===== config.mk =====
export PLATFORM = sky130hd
export DESIGN_NAME = sisc_ctrl_fsm
export DESIGN_NICKNAME = d
export VERILOG_FILES = /design/src/rtl/sisc_pkg.sv /design/src/rtl/sisc_perf_cnt.sv /design/src/rtl/sisc_ctrl_fsm.sv
export SDC_FILE = /design/constraint.sdc
export NUM_CORES = 1
export LEC_CHECK = 0
export BUFFER_PORTS_ARGS = -buffer_cell sky130_fd_sc_hd__buf_4
export CORE_UTILIZATION = 30
export CTS_BUF_LIST = sky130_fd_sc_hd__clkbuf_2 sky130_fd_sc_hd__clkbuf_4 sky130_fd_sc_hd__clkbuf_8
export DETAILED_ROUTE_END_ITERATION = 8
export PLACE_DENSITY = 0.57
export SYNTH_ARGS = -nofsm -noshare
export SYNTH_HDL_FRONTEND = slang
export SYNTH_SLANG_ARGS = --single-unit

===== constraint.sdc =====
create_clock -name clk -period 2.35 [get_ports clk]
set_clock_uncertainty 0.15 [all_clocks]
set_input_delay 0.3525 -clock clk [delete_from_list [all_inputs] [get_ports clk]]
set_output_delay 0.3525 -clock clk [all_outputs]
set_load 0.03 [all_outputs]

===== src/rtl/sisc_pkg.sv =====
// rtl/sisc_pkg.sv - shared constants and types for the SISC control FSM
//
// Purpose: opcode values, the immediate addressing-mode code, FSM state
// encoding and ALU operation encodings used by sisc_ctrl_fsm.
// Ports: none (package).

package sisc_pkg;

  // Opcodes (IR[31:28]); values 9..14 are undefined and treated as NOOP
  localparam int OP_NOOP = 0;
  localparam int OP_LOD  = 1;
  localparam int OP_STR  = 2;
  localparam int OP_SWP  = 3;
  localparam int OP_BRA  = 4;
  localparam int OP_BRR  = 5;
  localparam int OP_BNE  = 6;
  localparam int OP_BNR  = 7;
  localparam int OP_ALU  = 8;
  localparam int OP_HLT  = 15;

  // mm value selecting the immediate operand for ALU instructions
  localparam int AM_IMM = 8;

  typedef enum logic [2:0] {
    S_START0    = 3'd0,
    S_START1    = 3'd1,
    S_FETCH     = 3'd2,
    S_DECODE    = 3'd3,
    S_EXECUTE   = 3'd4,
    S_MEM       = 3'd5,
    S_WRITEBACK = 3'd6,
    S_HALT      = 3'd7
  } state_t;

  localparam logic [1:0] ALU_RR   = 2'b00;
  localparam logic [1:0] ALU_IMM  = 2'b01;
  localparam logic [1:0] ALU_PASS = 2'b10;

endpackage


===== src/rtl/sisc_perf_cnt.sv =====
// rtl/sisc_perf_cnt.sv - instruction and memory-stall performance counters
//
// Purpose: counts fetched instructions and MEM cycles spent waiting on memory.
// Both counters wrap and clear on reset. The FSM never fetches or enters MEM
// while halted, so the counts freeze in HALT without extra gating.
// Ports:
//   clk          in   system clock
//   rst_f        in   asynchronous active-low reset
//   i_fetch      in   FSM is in FETCH this cycle
//   i_stall      in   FSM is in MEM and memory is not ready this cycle
//   o_instr_cnt  out  number of FETCH cycles since reset
//   o_stall_cnt  out  number of stalled MEM cycles since reset

module sisc_perf_cnt (
  input  logic        clk,
  input  logic        rst_f,
  input  logic        i_fetch,
  input  logic        i_stall,
  output logic [31:0] o_instr_cnt,
  output logic [31:0] o_stall_cnt
);

  logic [31:0] r_instr_cnt;
  logic [31:0] r_stall_cnt;

  always_ff @(posedge clk or negedge rst_f) begin
    if (!rst_f) begin
      r_instr_cnt <= '0;
      r_stall_cnt <= '0;
    end else begin
      if (i_fetch) r_instr_cnt <= r_instr_cnt + 32'd1;
      if (i_stall) r_stall_cnt <= r_stall_cnt + 32'd1;
    end
  end

  assign o_instr_cnt = r_instr_cnt;
  assign o_stall_cnt = r_stall_cnt;

endmodule


===== src/rtl/sisc_ctrl_fsm.sv =====
// rtl/sisc_ctrl_fsm.sv - SISC control FSM with memory wait/timeout and HALT
//
// Purpose: sequences FETCH/DECODE/EXECUTE/MEM/WRITEBACK per instruction class,
// evaluates branches in DECODE, waits on mem_ready in MEM with a timeout that
// raises a sticky mem_err and halts. Control outputs are decoded from the
// current state plus opcode/mm/stat.
// Optional feature: define SISC_PERF_CNT_EN to add instr_cnt/stall_cnt outputs.
// Ports:
//   clk, rst_f (async active-low)
//   opcode, mm, stat  in   instruction fields and status flags
//   mem_ready         in   data memory access complete
//   rf_we, wb_sel, br_sel, pc_sel, ir_load, pc_write, pc_rst, rb_sel, mm_we
//                     out  datapath control strobes
//   alu_op            out  00 reg-reg, 01 immediate/address, 10 pass
//   halted            out  FSM in HALT
//   mem_err           out  sticky memory-timeout flag
//   instr_cnt, stall_cnt (SISC_PERF_CNT_EN only) performance counters

module sisc_ctrl_fsm
  import sisc_pkg::*;
#(
  parameter int OP_W     = 4,
  parameter int ALU_OP_W = 2,
  parameter int WAIT_W   = 4
) (
  input  logic                clk,
  input  logic                rst_f,
  input  logic [OP_W-1:0]     opcode,
  input  logic [OP_W-1:0]     mm,
  input  logic [OP_W-1:0]     stat,
  input  logic                mem_ready,
  output logic                rf_we,
  output logic                wb_sel,
  output logic                br_sel,
  output logic                pc_sel,
  output logic                ir_load,
  output logic                pc_write,
  output logic                pc_rst,
  output logic                rb_sel,
  output logic                mm_we,
  output logic [ALU_OP_W-1:0] alu_op,
  output logic                halted,
  output logic                mem_err
`ifdef SISC_PERF_CNT_EN
  ,
  output logic [31:0]         instr_cnt,
  output logic [31:0]         stall_cnt
`endif
);

  localparam logic [WAIT_W-1:0] L_WAIT_MAX = '1;

  state_t            r_state;
  logic [WAIT_W-1:0] r_cnt;
  logic              r_mem_err;

  logic w_is_lod, w_is_str, w_is_swp, w_is_alu, w_is_hlt;
  logic w_is_bra, w_is_brr, w_is_bne, w_is_bnr;
  logic w_is_exec, w_is_mem_op, w_flag, w_taken, w_br_abs;
  logic [1:0]        w_alu_cls;
  logic [1:0]        w_alu;
  logic [WAIT_W-1:0] w_cnt_inc;

  assign w_is_lod = (opcode == OP_W'(OP_LOD));
  assign w_is_str = (opcode == OP_W'(OP_STR));
  assign w_is_swp = (opcode == OP_W'(OP_SWP));
  assign w_is_alu = (opcode == OP_W'(OP_ALU));
  assign w_is_hlt = (opcode == OP_W'(OP_HLT));
  assign w_is_bra = (opcode == OP_W'(OP_BRA));
  assign w_is_brr = (opcode == OP_W'(OP_BRR));
  assign w_is_bne = (opcode == OP_W'(OP_BNE));
  assign w_is_bnr = (opcode == OP_W'(OP_BNR));

  // NOOP, branches and undefined opcodes all return to FETCH from DECODE
  assign w_is_exec   = w_is_lod | w_is_str | w_is_swp | w_is_alu;
  assign w_is_mem_op = w_is_lod | w_is_str;

  assign w_flag   = |(stat & mm);
  assign w_taken  = ((w_is_bra | w_is_brr) & w_flag) | ((w_is_bne | w_is_bnr) & ~w_flag);
  assign w_br_abs = w_is_bra | w_is_bne;

  // ALU operation shared by EXECUTE, MEM and WRITEBACK of one instruction
  always_comb begin
    w_alu_cls = ALU_PASS;
    if (w_is_alu)         w_alu_cls = (mm == OP_W'(AM_IMM)) ? ALU_IMM : ALU_RR;
    else if (w_is_mem_op) w_alu_cls = ALU_IMM;
  end

  // Count including the current MEM cycle, so the timeout fires at the end of
  // the (2**WAIT_W-1)th consecutive MEM cycle without mem_ready.
  assign w_cnt_inc = r_cnt + 1'b1;

  always_ff @(posedge clk or negedge rst_f) begin
    if (!rst_f) begin
      r_state   <= S_START1;
      r_cnt     <= '0;
      r_mem_err <= 1'b0;
    end else begin
      case (r_state)
        S_START0:    r_state <= S_START1;
        S_START1:    r_state <= S_FETCH;
        S_FETCH:     r_state <= S_DECODE;
        S_DECODE: begin
          if (w_is_hlt)       r_state <= S_HALT;
          else if (w_is_exec) r_state <= S_EXECUTE;
          else                r_state <= S_FETCH;
        end
        S_EXECUTE:   r_state <= w_is_mem_op ? S_MEM : S_WRITEBACK;
        S_MEM: begin
          if (mem_ready) begin
            r_cnt   <= '0;
            r_state <= w_is_lod ? S_WRITEBACK : S_FETCH;
          end else if (w_cnt_inc == L_WAIT_MAX) begin
            r_cnt     <= '0;
            r_mem_err <= 1'b1;
            r_state   <= S_HALT;
          end else begin
            r_cnt <= w_cnt_inc;
          end
        end
        S_WRITEBACK: r_state <= S_FETCH;
        S_HALT:      r_state <= S_HALT;
        default:     r_state <= S_START1;
      endcase
    end
  end

  always_comb begin
    rf_we    = 1'b0;
    wb_sel   = 1'b0;
    br_sel   = 1'b0;
    pc_sel   = 1'b0;
    ir_load  = 1'b0;
    pc_write = 1'b0;
    pc_rst   = 1'b0;
    rb_sel   = 1'b0;
    mm_we    = 1'b0;
    w_alu    = ALU_PASS;
    case (r_state)
      S_START0, S_START1: pc_rst = 1'b1;
      S_FETCH: begin
        ir_load  = 1'b1;
        pc_write = 1'b1;
      end
      S_DECODE: begin
        pc_write = w_taken;
        pc_sel   = w_taken;
        br_sel   = w_taken & w_br_abs;
      end
      S_EXECUTE: begin
        w_alu  = w_alu_cls;
        rb_sel = w_is_swp | w_is_str;
      end
      S_MEM: begin
        w_alu  = w_alu_cls;
        mm_we  = w_is_str;
        rb_sel = w_is_str;
      end
      S_WRITEBACK: begin
        w_alu  = w_alu_cls;
        rf_we  = 1'b1;
        wb_sel = w_is_lod;
        rb_sel = w_is_swp;
      end
      default: ;
    endcase
  end

  assign alu_op  = ALU_OP_W'(w_alu);
  assign halted  = (r_state == S_HALT);
  assign mem_err = r_mem_err;

`ifdef SISC_PERF_CNT_EN
  sisc_perf_cnt u_perf_cnt (
    .clk         (clk),
    .rst_f       (rst_f),
    .i_fetch     (r_state == S_FETCH),
    .i_stall     ((r_state == S_MEM) && !mem_ready),
    .o_instr_cnt (instr_cnt),
    .o_stall_cnt (stall_cnt)
  );
`endif

endmodule


==> flow_summary_export.csv, run 1 <==
group,metric,value,unit
outcome,status,"finished clean",
synth,yosys.area.top_type_share,22.95,%
synth,synth_area_leaders,"dfrtp_1, nor2_1, a22o_1",
power,ir_drop,565.4,uV
synth,seq_area_frac_synth,26.39,%
die,pin_count,28,
placed_design,dpl_worst_slack,394.3,ps
sta,setup_viol,0,
sta,rsz0062_at_grt,"false",
sta,slew_viol_final,0,
cts,cts_setup_buffers,0,
placed_design,place.gp.congestion,0.7722,
cts,clkSinkCount,8,
worst_setup_path,reg2reg_slack,610,ps
worst_setup_path,worstSetupStartpointType,"register",
die,rows,17,
worst_setup_path,r2r_cells,4,
route,drc,0,
sta,finalCriticalPeriod,2056,ps
synth,yosysWarnings,0,
route,via_count,744,
flow_run,drv_cap,0,
worst_setup_path,critPathCaptureType,"primary output",
sta,max_clock_freq,486.5,MHz
route,firstDrtPassIters,4,
global_routing,grt-ovfl-total,0,
cts,cts_buffer_depth,2,
synth,avgSynthCellArea,8.034,sq um
route,drt-wirelength-per-cell,11.60,microns
synth,ys_seq_elements,8,
worst_setup_path,path_class,"reg2out",
sta,hold_slack,169.2,ps
die,die_h,52.44,microns
synth,syn_inst,95,
sta,finalWorstSetupSlack,294.4,ps
cts,cts_made_buffers,3,
cells_and_area,fin_area,979.7,sq um
sta,timing.slew.headroom,71.01,%
cts,clkTransAtPathRegs,60,ps
route,wirelength,1.717,mm
die,initial_core_util,33.22,%
power,p_per_area,912.8,nW/um^2
cells_and_area,area_growth,28.36,%
cts,worstSkewPairLatency,260,ps
worst_setup_path,r2r_start,"r_state[2]$_DFFE_PN0P_",
cells_and_area,drive_gt1_share,30.00,%
worst_setup_path,crit_arrival,1550,ps
global_routing,grt_max_degree,16,
route,final_antenna_net_count,0,
sta,worst_slew_pin_slew,434.8,ps
cells_and_area,mostFrequentLayoutCells,"buf_4, nor2_1, nand2_1",
global_routing,antenna_found_initial,0,
global_routing,grt.total_usage,14.53,%
worst_setup_path,r2r_end,"r_cnt[0]$_DFFE_PN0P_",
placed_design,hpwl,1.272,mm
cells_and_area,layout_commonest_cell,"buf_4",
cells_and_area,diodes,0,
cts,htree_levels,1,
sta,layout_worst_path_cycle_share,87.47,%
cts,cts_tree,"yes",
cells_and_area,nets,138,
synth,synth_area_leader_cell,"dfrtp_1",
placed_design,io_buffers,27,
synth,synth_flop_cell,"dfrtp_1",
synth,async_flop_share,100.0,%
sta,tns,0,ps
worst_setup_path,critPathMaxFanout,15,
worst_setup_path,critPathLaunch,"r_state[2]$_DFFE_PN0P_",
power,leakage,0.0004698,uW
worst_setup_path,cp-endpoint,"pc_write",
cells_and_area,final_util,42.65,%
die,core-area,2297,sq um
global_routing,grt_pass1_wl,2.960,mm
route,dr.first_iter.drc_count,19,
hold_path,hp-class,"in2reg",
route,vias_per_cell,5.027,
placed_design,post_dp_cell_area,939.7,sq um
synth,synth-edff-count,0,
die,dieArea,2750,sq um
sta,hold_violations,0,
cts,clockRootBuffer,"clkbuf_4",
die,die_w,52.44,microns
synth,syn_nets,112,
worst_setup_path,worstPathRequired,1850,ps
global_routing,grt_pass1_vias,687,
synth,ys_types,42,
synth,netlist_area,763.2,sq um
state kept, by name (all words and copies together) (netlist names):
register  count
mem_err       1
r_cnt         4
r_state       3
final cells by class:
cell class	count	area [sq um]
repair buffers	28	212.7
multi-input cells	74	478.0
inverters	6	22.52
clock buffers	4	30.03
well taps	28	35.03
flip-flops and latches	8	201.4
fillers	249	1318
metal layers:
layer  GRT usage [%]  share of wire [%]  vias to the layer above
met3           5.217                3.8                        0
li1                -                  -                      390
met1           18.77                 49                      342
met5               0                  0                        -
met4           2.632                  0                        0
met2           23.21                 47                       12
kinds of logic after synthesis:
family / after synthesis / share of synthesized area [%]
buffers and inverters: 13 / 10.98
DFF: 8 / 26.39
and+or+nand+nor: 43 / 30.82
adders and majority gates: 2 / 3.278
muxes: 2 / 3.278
xor gates and xnor gates: 4 / 4.591
AOI/OAI and AO/OA: 23 / 20.66
report_power, final:
group	switching [uW]	internal (uW)	total [uW]
combinational	264	209	472
clock	48.9	76.6	126
sequential	101	195	296
metrics by stage:
| step | total power (uW) | instances |
|---|---|---|
| floorplan | 658.9 | 95 |
| global placement | 761.4 | 143 |
| detailed placement | 769.2 | 143 |
| CTS | 901.1 | 148 |
| global route | 966.8 | 148 |
| finish | 894.2 | 148 |
worst min path at each step:
stage,start,to,slack (ps),cells after the start
after floorplan,rst_f,mem_err$_DFFE_PN0P_,-90,0
after global placement,rst_f,mem_err$_DFFE_PN0P_,30,1
after detailed placement,rst_f,mem_err$_DFFE_PN0P_,30,1
after CTS,mem_ready,r_cnt[2]$_DFFE_PN0P_,170,2
after global routing,mem_ready,r_cnt[2]$_DFFE_PN0P_,180,2
final,mem_ready,r_cnt[2]$_DFFE_PN0P_,170,2
worst max-delay path: stages, from the launching register on:
cell	delay, ps
dfrtp_1	530
nand4b_1	270
nor2_1	110
nand3_1	110
o21ai_0	100
buf_4	180
repair_timing:
item                                    4_1_cts  5_1_grt
hold endpoints to repair                      8        0
endpoints found under the setup margin        0        0
hold buffers                                  1        0
gates resized for setup                       0        0
Yosys cell counts (2+ instances only):
cell type,instances
nor3_1,3
nor2b_1,3
a211oi_1,2
a22o_1,4
dfrtp_1,7
xor2_1,2
nand4b_1,2
nand2b_1,2
nand3_1,3
xnor2_1,2
ha_1,2
nand2_1,8
inv_1,6
o21ai_0,4
buf_4,2
buf_6,2
o22ai_1,2
nor2_1,12
a21oi_1,4
Power figures use the tool's default switching activity.
==> run 2, diff against run 1 <==
--- a/config.mk
+++ b/config.mk
@@ -5,7 +5,8 @@
 export SDC_FILE = /design/constraint.sdc
 export NUM_CORES = 1
 export LEC_CHECK = 0
-export BUFFER_PORTS_ARGS = -buffer_cell sky130_fd_sc_hd__buf_4
+export BUFFER_PORTS_ARGS = -buffer_cell sky130_fd_sc_hd__buf_2
+export CORE_MARGIN = 5
 export CORE_UTILIZATION = 30
 export CTS_BUF_LIST = sky130_fd_sc_hd__clkbuf_2 sky130_fd_sc_hd__clkbuf_4 sky130_fd_sc_hd__clkbuf_8
 export DETAILED_ROUTE_END_ITERATION = 8
==> constraint.sdc (replaced) <==
create_clock -name clk -period 2.35 [get_ports clk]
set_clock_uncertainty 0.15 [all_clocks]
set_input_delay 0.47 -clock clk [delete_from_list [all_inputs] [get_ports clk]]
set_output_delay 0.47 -clock clk [all_outputs]
set_load 0.03 [all_outputs]
==> flow_summary_export.csv, run 2 (same netlist as run 1, synthesis figures left out) <==
group,metric,value,unit
outcome,status,"finished clean",
sta,setup_viol,0,
global_routing,grt_max_degree,16,
route,wirelength,1.795,mm
route,met1_length,826,microns
worst_setup_path,critPathCaptureType,"primary output",
worst_setup_path,slowest_stage,"dfstp_2",
sta,timing.slew.headroom,80.92,%
placed_design,hpwl,1.397,mm
worst_setup_path,critPathMaxFanout,10,
cells_and_area,layout_commonest_cell,"buf_2",
hold_path,hp-class,"in2reg",
hold_path,hold_path_end,"r_cnt[2]$_DFFE_PN0P_",
route,highest_layer,"met4",
cts,clkSinkCount,8,
global_routing,antenna_found_initial,0,
route,via_count,781,
cells_and_area,largest_register,"r_cnt",
placed_design,io_buffers,27,
worst_setup_path,critPathLaunch,"r_state[0]$_DFFE_PN1P_",
route,dr.first_iter.drc_count,9,
route,final_antenna_net_count,0,
global_routing,grt_pass1_wl,3.077,mm
flow_run,drv_cap,0,
route,met2WireLength,800,microns
power,swShare,48.16,%
cts,clkTransAtPathRegs,60,ps
die,die_h,60.44,microns
sta,hold_violations,0,
cells_and_area,mostFrequentLayoutCells,"buf_2, nor2_1, nand2_1",
cells_and_area,largest_reg_flops,4,
die,initial_core_util,31.09,%
sta,finalCriticalPeriod,2215,ps
global_routing,grt.total_usage,10.94,%
worst_setup_path,crit_buf_inv,1,
power,p_clk_share,14.6,%
route,dr_wl_met3,159,microns
die,die_w,60.44,microns
power,switching_power,415.9,uW
die,core-area,2455,sq um
worst_setup_path,reg2reg_slack,620,ps
placed_design,place.gp.congestion,0.8154,
worst_setup_path,r2r_end,"r_cnt[0]$_DFFE_PN0P_",
cts,worstSkewPairLatency,250,ps
sta,rsz0062_at_grt,"false",
cells_and_area,final_util,37.31,%
sta,tns,0,ps
cells_and_area,nets,138,
worst_setup_path,r2r_cells,5,
hold_path,whs_path_depth,2,
power,p_per_area,942.8,nW/um^2
cts,clockRootBuffer,"clkbuf_4",
power,leakage,0.0004539,uW
worst_setup_path,worstSetupStartpointType,"register",
route,firstDrtPassIters,4,
cts,cts_buffer_depth,2,
cts,cts_tree,"yes",
worst_setup_path,r2r_start,"r_cnt[0]$_DFFE_PN0P_",
power,p_total,863.5,uW
global_routing,grt-ovfl-total,0,
route,drt-wirelength-per-cell,11.97,microns
power,internal_power,447.6,uW
global_routing,grt_pass1_vias,730,
power,seqPwrFrac,34.3,%
die,rows,18,
sta,hold_slack,320.5,ps
worst_setup_path,crit_family,"flip-flops",
route,vias_per_cell,5.207,
die,dieArea,3653,sq um
route,drc,0,
worst_setup_path,path_class,"reg2out",
cells_and_area,drive_gt1_share,30.83,%
cts,cts_made_buffers,3,
sta,worst_slew_pin_slew,286.2,ps
cells_and_area,fin_area,915.9,sq um
cells_and_area,fill_cells,256,
power,ir_drop,537.3,uV
sta,slew_viol_final,0,
die,pin_count,28,
cells_and_area,diodes,0,
worst_setup_path,path_cells,"nand4b_1 > nor2_1 > nand3_1 > o21ai_0 > buf_2",
sta,max_clock_freq,451.4,MHz
worst_setup_path,worst_path_largest_cell_delay,630,ps
placed_design,post_dp_cell_area,874.6,sq um
power,comb_power_share,51.1,%
sta,layout_worst_path_cycle_share,94.27,%
worst_setup_path,worstPathRequired,1730,ps
cts,htree_levels,1,
hold_path,min_from,"mem_ready",
cells_and_area,area_growth,20.00,%
worst_setup_path,crit_arrival,1600,ps
## run 2: cell counts in the layout (fill, tap and decap cells not counted)
Identical to the previous run, type by type.
## run 2: power groups by stage
stage	clock network [uW]	registers, uW	logic, uW
after floorplan	0	233	426
after global placement	0	296	436
after detailed placement	0	294	441
after CTS	133	293	446
after global routing	140	309	496
final	126	297	441
## run 2: worst max path at each step
stage / endpoint / slack, ps / cells after the start
detailed placement: alu_op[0] / 150 / 6
floorplan: mm_we / 230 / 4
CTS: pc_write / 110 / 5
global placement: alu_op[0] / 150 / 6
global route: pc_write / 7 / 5
finish: pc_write / 130 / 5
## run 2: area by class of cell
| class | instances | area, sq um | share of cell area [%] |
|---|---|---|---|
| multi-input cells | 74 | 478.0 | 52.19 |
| flip-flops and latches | 8 | 202.7 | 22.13 |
| well taps | 30 | 37.54 | 4.098 |
| clock buffers | 4 | 30.03 | 3.279 |
| inverters | 6 | 22.52 | 2.459 |
| repair buffers | 28 | 145.1 | 15.85 |
## run 2: per-layer routing
layer / vias to the layer above / global-route usage [%]
li1: 394 / -
met1: 357 / 14.73
met2: 28 / 16.82
met3: 2 / 4.468
met4: 0 / 1.858
met5: - / 0
## run 2: timing repair
action | CTS | global route
setup endpoints to repair | 0 | 2
endpoints found under the hold margin | 7 | 0
setup buffers | 0 | 0
resized for setup | 0 | 1
hold buffers | 1 | 0
## run 2: metrics by stage
stage / cells / worst slack (ps)
6_report: 150 / 134.7
3_5_place_dp: 145 / 147.5
4_1_cts: 150 / 105.4
2_1_floorplan: 95 / 229.1
3_3_place_gp: 145 / 152.3
5_1_grt: 150 / 7.332
==> run 3, diff against run 2 <==
--- a/config.mk
+++ b/config.mk
@@ -5,6 +5,7 @@
 export SDC_FILE = /design/constraint.sdc
 export NUM_CORES = 1
 export LEC_CHECK = 0
+export ABC_AREA = 1
 export BUFFER_PORTS_ARGS = -buffer_cell sky130_fd_sc_hd__buf_2
 export CORE_MARGIN = 5
 export CORE_UTILIZATION = 30
@@ -13,4 +14,5 @@
 export PLACE_DENSITY = 0.57
 export SYNTH_ARGS = -nofsm -noshare
 export SYNTH_HDL_FRONTEND = slang
+export SYNTH_HIERARCHICAL = 1
 export SYNTH_SLANG_ARGS = --single-unit
==> flow_summary_export.csv, run 3 <==
group,metric,value,unit
sta,timing.slew.headroom,80.27,%
synth,syn_nets,132,
synth,synthAdderAreaFrac,3.425,%
sta,tns,0,ps
cells_and_area,layout_commonest_cell,"nand2_1",
die,die_w,59.35,microns
route,drt-wirelength-per-cell,10.56,microns
placed_design,io_buffers,27,
global_routing,antenna_found_initial,0,
worst_setup_path,critPathCaptureType,"primary output",
sta,rsz0062_at_grt,"false",
cells_and_area,final_cells,174,
cts,cts_tree,"yes",
synth,seq_area_frac_synth,27.57,%
placed_design,place.gp.congestion,0.7576,
sta,max_clock_freq,460.3,MHz
synth,synth_mux_area_share,0,%
cts,cts_made_buffers,3,
synth,synth_area_leader_cell,"dfrtp_1",
cts,clockRootBuffer,"clkbuf_4",
die,die_h,59.35,microns
cts,worstSkewPairLatency,260,ps
cts,cts_setup_buffers,0,
power,leakage,0.0005414,uW
sta,slew_viol_final,0,
route,via_count,807,
die,pin_count,28,
synth,synthSimpleGateAreaFrac,50.17,%
sta,layout_worst_path_cycle_share,92.44,%
cells_and_area,fill_cells,247,
cells_and_area,nets,164,
synth,synth-edff-count,0,
synth,avgSynthCellArea,6.354,sq um
cts,clkSinkCount,8,
sta,setup_viol,0,
cells_and_area,seq_area,201.4,sq um
cells_and_area,fin_area,933.4,sq um
worst_setup_path,worstPathRequired,1730,ps
route,wirelength,1.838,mm
synth,synth_area_leaders,"dfrtp_1, nand2_1, nand3_1",
cells_and_area,diodes,0,
synth,ys_types,23,
route,firstDrtPassIters,4,
synth,netlist_area,730.7,sq um
route,drc,0,
worst_setup_path,crit_arrival,1550,ps
hold_path,hp-class,"reg2reg",
route,dr.first_iter.drc_count,31,
global_routing,grt_pass1_wl,3.229,mm
worst_setup_path,reg2reg_slack,910,ps
placed_design,post-place-cells,169,
worst_setup_path,path_class,"reg2out",
die,initial_core_util,32.11,%
cells_and_area,largest_reg_flops,4,
synth,ys_seq_elements,8,
synth,async_flop_share,100.0,%
sta,worst_slew_pin_slew,295.9,ps
global_routing,grt_max_degree,9,
power,ir_drop,606.8,uV
cells_and_area,drive_gt1_share,32.19,%
sta,hold_slack,326.1,ps
route,final_antenna_net_count,0,
placed_design,post_dp_cell_area,893.4,sq um
cts,cts.repair.resized,0,
worst_setup_path,worstSetupStartpointType,"register",
synth,syn_inst,115,
flow_run,drv_cap,0,
outcome,status,"finished clean",
synth,synth_xor_area_share,0,%
sta,hold_violations,0,
cts,clkTransAtPathRegs,60,ps
synth,synth_flop_cell,"dfrtp_1",
die,core-area,2276,sq um
sta,finalCriticalPeriod,2172,ps
cells_and_area,largest_register,"r_cnt",
cells_and_area,multi_input_area,442.9,sq um
cts,cts_buffer_depth,2,
route,vias_per_cell,4.638,
placed_design,hpwl,1.566,mm
worst_setup_path,critPathMaxFanout,5,
global_routing,grt_pass1_vias,778,
cells_and_area,mostFrequentLayoutCells,"nand2_1, buf_2, inv_1",
synth,yosys.area.top_type_share,23.97,%
global_routing,grt.total_usage,11.89,%
global_routing,grt-ovfl-total,0,
synth,synth_top_family_by_area,"simple AND/OR/NAND/NOR gates",
synth,synth_compound_area_share,7.021,%
synth,synth_common_cells,"nand2_1, inv_1, nand3_1",
cts,hold_buffers,1,
cts,htree_levels,1,
cells_and_area,area_growth,27.74,%
synth,yosysWarnings,6,
synth,synth_most_common_cell,"nand2_1",
power,p_per_area,813.5,nW/um^2
die,dieArea,3522,sq um
die,rows,17,
run 3: kinds of logic after synthesis:
kind of cell / Yosys count
buffers and inverters: 22
adder cells (fa/ha/maj): 2
AO/OA/AOI/OAI: 9
flip-flops: 8
AND/OR/NAND/NOR: 74
run 3: worst paths after layout:
kind                       cells after the start              startpoint                      to
hold reg to reg                                1     mem_err$_DFFE_PN0P_     mem_err$_DFFE_PN0P_
setup reg to reg                               9    r_cnt[1]$_DFFE_PN0P_  r_state[1]$_DFFE_PN0P_
min in group asynchronous                      2                   rst_f    r_cnt[1]$_DFFE_PN0P_
max in group asynchronous                      2                   rst_f  r_state[0]$_DFFE_PN1P_
setup / recovery                               6  r_state[0]$_DFFE_PN1P_                  br_sel
hold / removal                                 1     mem_err$_DFFE_PN0P_     mem_err$_DFFE_PN0P_
run 3: cell type report:
type / instances / share of cell area, %
multi-input combinational: 85 / 47.45
sequential: 8 / 21.58
timing repair buffer: 28 / 15.55
inverter: 21 / 8.445
tap: 28 / 3.753
clock buffer: 4 / 3.217
run 3: critical path, stage by stage, from the launching register on:
cell      delay (ps)
dfstp_2          560
nand2_2           80
nor2_4           150
nand3_2           80
nand3b_4         170
nor2_2            80
buf_2            190
run 3: per-layer routing:
metal	global-route usage [%]	vias to the layer above	wire length [microns]
li1	-	427	-
met1	16.06	364	879
met2	18.72	14	858
met3	3.704	2	94
met4	1.942	0	5
met5	0	-	0
run 3: power by group:
part / switching [uW] / internal [uW] / total [uW]
Combinational: 264 / 132 / 395
Sequential: 54.4 / 184 / 239
Clock: 48.4 / 76.6 / 125
run 3: metrics by stage:
stage	setup slack [ps]	total power, uW	util, %
final	177.6	759.3	41.01
after global routing	49.16	837.1	41.01
after CTS	162.8	771.5	41.01
after detailed placement	348.5	641.8	39.25
after global placement	372.2	638.6	39.25
after floorplan	300.5	540.1	-
